### config.mk
export PLATFORM = sky130hd
export DESIGN_NAME = line_buffer_sequencer
export DESIGN_NICKNAME = d
export VERILOG_FILES = /design/src/rtl/lbseq_pkg.sv /design/src/rtl/lbseq_pos_counter.sv /design/src/rtl/line_buffer_sequencer.sv
export SDC_FILE = /design/constraint.sdc
export NUM_CORES = 1
export LEC_CHECK = 0
export ABC_AREA = 1
export BUFFER_PORTS_ARGS = -buffer_cell sky130_fd_sc_hd__buf_4
export CAP_MARGIN = 40
export CORE_UTILIZATION = 40
export DETAILED_ROUTE_END_ITERATION = 8
export HOLD_SLACK_MARGIN = 0.05
export PLACE_DENSITY = 0.68
export SYNTH_ARGS = -nofsm -noshare
export SYNTH_HDL_FRONTEND = slang
export SYNTH_SLANG_ARGS = --single-unit
export TNS_END_PERCENT = 1
### constraint.sdc
create_clock -name clk -period 2.2 [get_ports clk]
set_clock_uncertainty 0.05 [all_clocks]
set_input_delay 0 -clock clk [delete_from_list [all_inputs] [get_ports clk]]
set_output_delay 0 -clock clk [all_outputs]
set_load 0.02 [all_outputs]
### src/rtl/lbseq_pkg.sv
// Shared types and constants for the line-buffer sequencer.
// LBSEQ_FLUSH_EN (optional macro) adds the FLUSH state that drains the last
// two centre rows by writing zero rows into the line buffer.
package lbseq_pkg;

  // Rows written before the first 5x5 window is complete
  localparam int unsigned LBSEQ_FILL_ROWS  = 4;
  // Zero rows pushed after the frame to emit the bottom two centre rows
  localparam int unsigned LBSEQ_FLUSH_ROWS = 2;

  typedef enum logic [2:0] {
    ST_IDLE  = 3'd0,
    ST_FILL  = 3'd1,
    ST_RUN   = 3'd2,
`ifdef LBSEQ_FLUSH_EN
    ST_FLUSH = 3'd3,
`endif
    ST_DONE  = 3'd4
  } lbseq_state_t;

endpackage

### src/rtl/lbseq_pos_counter.sv
// Raster position counter: col wraps at IMG_WIDTH-1 and bumps row; row wraps
// at IMG_HEIGHT-1. clear has priority over step.
// Ports: clk, rst_n, clear, step -> row, col, last_col, last_pix.
module lbseq_pos_counter #(
  parameter int unsigned IMG_WIDTH  = 128,
  parameter int unsigned IMG_HEIGHT = 128
) (
  input  logic                          clk,
  input  logic                          rst_n,
  input  logic                          clear,
  input  logic                          step,
  output logic [$clog2(IMG_HEIGHT)-1:0] row,
  output logic [$clog2(IMG_WIDTH)-1:0]  col,
  output logic                          last_col,
  output logic                          last_pix
);

  localparam int unsigned RW = $clog2(IMG_HEIGHT);
  localparam int unsigned CW = $clog2(IMG_WIDTH);

  logic last_row;

  assign last_col = (col == CW'(IMG_WIDTH - 1));
  assign last_row = (row == RW'(IMG_HEIGHT - 1));
  assign last_pix = last_col && last_row;

  // Position register
  always_ff @(posedge clk or negedge rst_n) begin
    if (!rst_n) begin
      row <= '0;
      col <= '0;
    end else if (clear) begin
      row <= '0;
      col <= '0;
    end else if (step) begin
      if (last_col) begin
        col <= '0;
        row <= last_row ? '0 : RW'(row + RW'(1));
      end else begin
        col <= CW'(col + CW'(1));
      end
    end
  end

endmodule

### src/rtl/line_buffer_sequencer.sv
// Sequences a pixel stream into a 5-row line buffer and tags each completed
// 5x5 window with its centre coordinates.
// Optional macro LBSEQ_FLUSH_EN: after the last pixel, push two zero rows so
// the bottom two centre rows are also emitted; otherwise RUN ends in DONE.
// Ports:
//   clk, rst_n                      clock, async active-low reset
//   start                           frame start request (honoured in IDLE only)
//   s_valid, s_data, s_ready        upstream pixel stream
//   lb_valid_in, lb_din             write port of the line buffer
//   lb_window_valid                 line buffer holds 5 valid rows
//   m_ready                         downstream filter accepts a window
//   win_valid, win_row, win_col     window strobe and centre coordinates
//   busy, frame_done, sync_err      status (sync_err is sticky)
module line_buffer_sequencer
  import lbseq_pkg::*;
#(
  parameter int unsigned DATA_WIDTH = 8,
  parameter int unsigned IMG_WIDTH  = 128,
  parameter int unsigned IMG_HEIGHT = 128
) (
  input  logic                          clk,
  input  logic                          rst_n,
  input  logic                          start,
  input  logic                          s_valid,
  input  logic [DATA_WIDTH-1:0]         s_data,
  output logic                          s_ready,
  output logic                          lb_valid_in,
  output logic [DATA_WIDTH-1:0]         lb_din,
  input  logic                          lb_window_valid,
  input  logic                          m_ready,
  output logic                          win_valid,
  output logic [$clog2(IMG_HEIGHT)-1:0] win_row,
  output logic [$clog2(IMG_WIDTH)-1:0]  win_col,
  output logic                          busy,
  output logic                          frame_done,
  output logic                          sync_err
);

  localparam int unsigned RW = $clog2(IMG_HEIGHT);
  localparam int unsigned CW = $clog2(IMG_WIDTH);

  lbseq_state_t    state_q;
  lbseq_state_t    state_d;
  logic [RW-1:0]   row;
  logic [CW-1:0]   col;
  logic            last_col;
  logic            last_pix;
  logic            cnt_clear;
  logic            cnt_step;

  lbseq_pos_counter #(
    .IMG_WIDTH  (IMG_WIDTH),
    .IMG_HEIGHT (IMG_HEIGHT)
  ) u_pos (
    .clk      (clk),
    .rst_n    (rst_n),
    .clear    (cnt_clear),
    .step     (cnt_step),
    .row      (row),
    .col      (col),
    .last_col (last_col),
    .last_pix (last_pix)
  );

  // State and sticky error register
  always_ff @(posedge clk or negedge rst_n) begin
    if (!rst_n) begin
      state_q  <= ST_IDLE;
      sync_err <= 1'b0;
    end else begin
      state_q <= state_d;
      if (win_valid && !lb_window_valid) begin
        sync_err <= 1'b1;
      end
    end
  end

  assign busy       = (state_q != ST_IDLE);
  assign frame_done = (state_q == ST_DONE);

  // Next state, handshake and window outputs
  always_comb begin
    state_d     = state_q;
    s_ready     = 1'b0;
    lb_valid_in = 1'b0;
    lb_din      = '0;
    win_valid   = 1'b0;
    win_row     = '0;
    win_col     = '0;
    cnt_clear   = 1'b0;
    cnt_step    = 1'b0;

    case (state_q)
      ST_IDLE: begin
        if (start) begin
          cnt_clear = 1'b1;
          state_d   = ST_FILL;
        end
      end

      ST_FILL: begin
        s_ready = 1'b1;
        if (s_valid) begin
          lb_valid_in = 1'b1;
          lb_din      = s_data;
          cnt_step    = 1'b1;
          if (last_col && (row == RW'(LBSEQ_FILL_ROWS - 1))) begin
            state_d = ST_RUN;
          end
        end
      end

      ST_RUN: begin
        // Centre row trails the write row by half the window height
        s_ready = m_ready;
        win_row = RW'(row - RW'(LBSEQ_FILL_ROWS / 2));
        win_col = col;
        if (s_valid && m_ready) begin
          lb_valid_in = 1'b1;
          lb_din      = s_data;
          win_valid   = 1'b1;
          cnt_step    = 1'b1;
          if (last_pix) begin
            cnt_clear = 1'b1;
`ifdef LBSEQ_FLUSH_EN
            state_d   = ST_FLUSH;
`else
            state_d   = ST_DONE;
`endif
          end
        end
      end

`ifdef LBSEQ_FLUSH_EN
      ST_FLUSH: begin
        // Counter restarted at 0; centre rows continue from IMG_HEIGHT-2
        lb_valid_in = m_ready;
        win_valid   = m_ready;
        win_row     = RW'(RW'(IMG_HEIGHT - LBSEQ_FLUSH_ROWS) + row);
        win_col     = col;
        if (m_ready) begin
          cnt_step = 1'b1;
          if (last_col && (row == RW'(LBSEQ_FLUSH_ROWS - 1))) begin
            cnt_clear = 1'b1;
            state_d   = ST_DONE;
          end
        end
      end
`endif

      ST_DONE: begin
        state_d = ST_IDLE;
      end

      default: begin
        state_d = ST_IDLE;
      end
    endcase
  end

endmodule
==> impl_metrics.env, run 1 <==
export IMPL_status="complete, no violations"
export IMPL_grt_max_degree=19
export IMPL_synth_top_area_share_pct=33.0
export IMPL_cap_violations=0
export IMPL_num_vias=1392
export IMPL_grt_usage_pct=19.4
export IMPL_dr_max_layer_used="met4"
export IMPL_cp_end_kind="primary output"
export IMPL_ys_seq_area_share_pct=33.0
export IMPL_startpoint_type="flip-flop"
export IMPL_cts_buffer_depth=2
export IMPL_antenna_cells=0
export IMPL_antenna_found_initial=0
export IMPL_routed_wl_met2_um=1560
export IMPL_path_cells="nor2_2 > nand2_2 > inv_2 > nand2_2 > nand2_2 > inv_2 > nor2_1 > buf_4"
export IMPL_cts_tree="yes"
export IMPL_nNetsFinal=269
export IMPL_wl_um=3170
export IMPL_met1_length_um=1480
export IMPL_post_synth_cell_area_avg_um2=6.65
export IMPL_wl_per_cell_um=10.8
export IMPL_fin_crit_sh_pct=85.1
export IMPL_crit_fanout=15
export IMPL_grt_pass1_wl_um=5310
export IMPL_finalHoldViolations=0
export IMPL_dieWidth_um=60.4
export IMPL_cpPeakStageDelay_ps=420
export IMPL_rsz0062_at_grt="no"
export IMPL_route_detailed_drc=0
export IMPL_route_met3_wl_um=110
export IMPL_cts_root_buf="clkbuf_4"
export IMPL_ctsHtreeMaxLevel=1
export IMPL_synth_top_family_by_area="simple AND/OR/NAND/NOR gates"
export IMPL_fillers=323
export IMPL_overflow=0
export IMPL_maxSlewHeadroom_pct=57.3
export IMPL_final_seq_area_um2=450
export IMPL_drv_slew=0
export IMPL_grt_pass1_vias=1298
export IMPL_cp_top_family="simple AND/OR/NAND/NOR gates"
export IMPL_synth_edf_count=0
export IMPL_die_height_um=60.4
export IMPL_synthSimpleGateAreaFrac_pct=43.0
export IMPL_ys_seq_elements=18
export IMPL_rrSetupSlack_ps=380
export IMPL_cts_clk_slew_worst_paths_ps=100
export IMPL_start_util_pct=43.3
export IMPL_dieArea_um2=3650
export IMPL_fin_crit_ps=1870
export IMPL_yosysWarnings=0
export IMPL_async_reset_ff_share_pct=100
export IMPL_io_buffers=41
export IMPL_required_ps=2150
export IMPL_ant_nets=0
export IMPL_p_per_area_nw_per_um2=769
export IMPL_clock_latency_ps=280
export IMPL_drt_iter0_markers=71
export IMPL_place_ws_ps=377
export IMPL_synth_fa_ha_area_share_pct=3.67
export IMPL_yosys_area_top_type="dfrtp_1"
export IMPL_final_cell_mix="46 x nand2_1, 41 x buf_4, 38 x nor2_1"
export IMPL_netlist_instances=205
export IMPL_worstSetupPathType="reg -> out"
export IMPL_dp_hpwl_um=2490
export IMPL_multi_input_area_um2=754
export IMPL_synth_xor_area_share_pct=3.21
export IMPL_path_buf_inv=3
export IMPL_via_per_inst=4.73
export IMPL_area_delta_synth_final_pct=30.0
export IMPL_io_pins=42
export IMPL_post_route_worst_setup_slack_ps=329
export IMPL_ir_worst_vdd_mv=0.255
export IMPL_cts_setup_buffers=0
export IMPL_synth_nets=223
export IMPL_cts_hold_buf=3
export IMPL_first_pass_iters=4
export IMPL_core_um2=3150
export IMPL_hold_path_class="in -> async"
export IMPL_crit_path_frequent_cell="nand2_2"
export IMPL_setup_tns_ps=0
export IMPL_ys_flop_type="dfrtp_1"
export IMPL_synth_area_um2=1360
export IMPL_synth_area_mux_share_pct=0
export IMPL_max_freq_mhz=534
export IMPL_synth_area_leaders="dfrtp_1 33%, nand2_1 13%, nor2_1 10%"
export IMPL_leakagePower_nw=0.974
export IMPL_max_slew_worst_pin_slew_ps=639
export IMPL_place_gp_congestion=0.825
export IMPL_p_total_mw=1.36
export IMPL_cts_resized=0
export IMPL_synth_cell_types=31
export IMPL_cp_slowest_cell="dfrtp_1"
export IMPL_drive_above_1_share_pct=26.8
export IMPL_cts_sinks=18
export IMPL_numCtsBuffers=3
export IMPL_rows=20
export IMPL_setup_violations=0
export IMPL_critPathArrivalTime_ps=1820
export IMPL_layout_commonest_cell="nand2_1"
export IMPL_synth_compound_area_share_pct=5.41
## cell type report
class	count	share of cell area [%]
flip-flops and latches	18	25.4
multi-input cells	147	42.6
inverters	37	7.83
well taps	44	3.11
clock buffers	4	2.05
repair buffers	44	19.1
## registers in the layout (all words and copies together) (netlist names)
signal,count
u_pos.col,7
u_pos.row,7
state_q,3
sync_err,1
## cell families after synthesis
group | Yosys count
AND/OR/NAND/NOR | 126
buffers and inverters | 40
flip-flops | 18
AO/OA/AOI/OAI | 12
XOR/XNOR | 5
adder cells (fa/ha/maj) | 4
## power breakdown
group / switching [mW] / total [mW] / internal, mW
sequential: 0.163 / 0.591 / 0.428
clock: 0.0995 / 0.200 / 0.101
combinational: 0.325 / 0.572 / 0.247
## stage by stage
stage	cells	area, µm²	hold WS, ps	utilization, %
CTS	294	1770	67.1	56.2
global placement	287	1710	-167	54.1
floorplan	205	1360	-346	-
finish	294	1770	60.2	56.2
detailed placement	287	1710	-164	54.1
global route	294	1770	78.7	56.2
## cell usage after synthesis, types with 2 or more instances
library cell / instances
nand2_1: 46
nor2_1: 38
inv_1: 32
dfrtp_1: 18
nand3_1: 18
inv_2: 5
nor3_1: 5
ha_1: 4
nand2_2: 4
nor2_2: 4
xor2_1: 4
a21oi_1: 3
nand3_2: 3
o21ai_1: 3
o21ai_0: 2
## routing by layer
layer	vias to the layer above	GRT usage [%]
met5	-	0
met4	0	4.98
met3	2	3.20
met2	38	35.6
met1	629	23.5
li1	723	-
## path summary, 6_finish.rpt
path,start,endpoint,cells after the start
setup / recovery,state_q[2]$_DFFE_PN0P_,lb_din[1],8
hold reg to reg,sync_err$_DFFE_PN0P_,sync_err$_DFFE_PN0P_,1
hold / removal,rst_n,state_q[2]$_DFFE_PN0P_,2
setup reg to reg,u_pos.row[1]$_DFFE_PN0P_,u_pos.col[1]$_DFFE_PN0P_,8
max in group asynchronous,rst_n,u_pos.row[3]$_DFFE_PN0P_,2
min in group clk,s_valid,state_q[1]$_DFFE_PN0P_,5
Note: power is estimated with default switching activity, not from simulation.
==> run 2: changes to the inputs <==
--- a/config.mk
+++ b/config.mk
@@ -6,12 +6,13 @@
 export NUM_CORES = 1
 export LEC_CHECK = 0
 export ABC_AREA = 1
-export BUFFER_PORTS_ARGS = -buffer_cell sky130_fd_sc_hd__buf_4
+export BUFFER_PORTS_ARGS = -buffer_cell sky130_fd_sc_hd__buf_2
 export CAP_MARGIN = 40
 export CORE_UTILIZATION = 40
 export DETAILED_ROUTE_END_ITERATION = 8
 export HOLD_SLACK_MARGIN = 0.05
 export PLACE_DENSITY = 0.68
+export SKIP_CTS_REPAIR_TIMING = 1
 export SYNTH_ARGS = -nofsm -noshare
 export SYNTH_HDL_FRONTEND = slang
 export SYNTH_SLANG_ARGS = --single-unit
==> impl_metrics.env, run 2 (synthesized netlist as in run 1, its figures left out) <==
export IMPL_wl_um=3030
export IMPL_overflow=0
export IMPL_finalInstanceArea_um2=1660
export IMPL_cts_buffer_depth=2
export IMPL_area_delta_synth_final_pct=21.5
export IMPL_maxSlewHeadroom_pct=59.4
export IMPL_fillers=335
export IMPL_finalHoldViolations=0
export IMPL_cts_root_buf="clkbuf_4"
export IMPL_utilization_pct=52.5
export IMPL_numCtsBuffers=3
export IMPL_cp_end_kind="primary output"
export IMPL_fin_crit_ps=1870
export IMPL_p_per_area_nw_per_um2=791
export IMPL_fin_crit_sh_pct=85.2
export IMPL_nNetsFinal=269
export IMPL_power_internal_mw=0.725
export IMPL_placed_cell_area_um2=1600
export IMPL_io_buffers=41
export IMPL_layout_commonest_cell="nand2_1"
export IMPL_grt_pass1_vias=1134
export IMPL_p_total_mw=1.31
export IMPL_grt_max_degree=19
export IMPL_crit_fanout=15
export IMPL_ant_nets=0
export IMPL_hold_slack_ps=64.0
export IMPL_grt_usage_pct=18.5
export IMPL_ctsHtreeMaxLevel=1
export IMPL_dp_hpwl_um=2400
export IMPL_cts_tree="yes"
export IMPL_dieArea_um2=3650
export IMPL_dieWidth_um=60.4
export IMPL_rows=20
export IMPL_status="complete, no violations"
export IMPL_switching_power_mw=0.586
export IMPL_final_cell_mix="46 x nand2_1, 41 x buf_2, 38 x nor2_1"
export IMPL_drt_iter0_markers=60
export IMPL_io_pins=42
export IMPL_cts_clk_slew_worst_paths_ps=90
export IMPL_swShare_pct=44.7
export IMPL_place_gp_congestion=0.824
export IMPL_p_clk_share_pct=12.1
export IMPL_cts_sinks=18
export IMPL_hold_path_class="in -> reg"
export IMPL_max_freq_mhz=534
export IMPL_max_slew_worst_pin_slew_ps=608
export IMPL_core_um2=3150
export IMPL_ir_worst_vdd_mv=0.331
export IMPL_clock_latency_ps=290
export IMPL_comb_power_share_pct=42.7
export IMPL_route_detailed_drc=0
export IMPL_drv_slew=0
export IMPL_leakagePower_nw=0.951
export IMPL_drive_above_1_share_pct=26.5
export IMPL_setup_tns_ps=0
export IMPL_wl_per_cell_um=10.3
export IMPL_first_pass_iters=4
export IMPL_via_per_inst=4.59
export IMPL_setup_violations=0
export IMPL_rsz0062_at_grt="no"
export IMPL_cap_violations=0
export IMPL_start_util_pct=43.3
export IMPL_grt_pass1_wl_um=4900
export IMPL_reg_largest_list="u_pos.col (7), u_pos.row (7), state_q (3)"
export IMPL_worstSetupPathType="reg -> out"
export IMPL_startpoint_type="flip-flop"
export IMPL_required_ps=2150
export IMPL_antenna_cells=0
export IMPL_num_vias=1346
export IMPL_antenna_found_initial=0
export IMPL_seqPwrFrac_pct=45.3
export IMPL_critPathArrivalTime_ps=1820
export IMPL_die_height_um=60.4
run 2: area by class of cell:
type / instances / area (µm²) / share of cell area, %
clock buffers: 3 / 22.5 / 1.36
inverters: 37 / 139 / 8.38
multi-input cells: 147 / 754 / 45.5
flip-flops and latches: 18 / 450 / 27.2
well taps: 44 / 55.1 / 3.32
repair buffers: 44 / 235 / 14.2
run 2: critical path: stages, from the launching register on:
cell and delay [ps]:
dfrtp_1 410, nor2_2 170, nand2_2 220, inv_2 150, nand2_2 80, nand2_2 140, inv_2 100, nor2_1 90
buf_2 160
run 2: stage by stage:
stage	cells	worst slack, ps
2_1_floorplan	205	641
3_3_place_gp	287	366
3_5_place_dp	287	375
4_1_cts	290	308
5_1_grt	293	184
6_report	293	326
run 2: power groups by stage:
stage          logic (mW)  registers (mW)  clock network, mW
4_1_cts             0.560           0.590              0.166
2_1_floorplan       0.479           0.534                  0
6_report            0.559           0.594              0.158
3_3_place_gp        0.550           0.598                  0
5_1_grt             0.657           0.610              0.179
3_5_place_dp        0.556           0.596                  0
run 2: routing by layer:
layer / part of all wire [%] / wire, µm / vias to the layer above / global-route usage [%]
met5: 0 / 0 / - / 0
met4: 1.1 / 33 / 0 / 7.97
met3: 3.7 / 113 / 3 / 2.56
met2: 46 / 1390 / 43 / 30.8
met1: 49 / 1490 / 576 / 24.2
li1: - / - / 724 / -
run 2: worst paths after layout:
| check | slack (ps) | from | cells past startpoint | to |
|---|---|---|---|---|
| setup / recovery | 330 | state_q[2]$_DFFE_PN0P_ | 8 | lb_din[3] |
| hold / removal | 60 | s_valid | 5 | state_q[1]$_DFFE_PN0P_ |
| setup reg to reg | 370 | u_pos.row[1]$_DFFE_PN0P_ | 8 | u_pos.col[1]$_DFFE_PN0P_ |
| hold reg to reg | 480 | sync_err$_DFFE_PN0P_ | 1 | sync_err$_DFFE_PN0P_ |
| max in group asynchronous | 1720 | rst_n | 2 | u_pos.row[1]$_DFFE_PN0P_ |
| min in group asynchronous | 100 | rst_n | 2 | state_q[1]$_DFFE_PN0P_ |
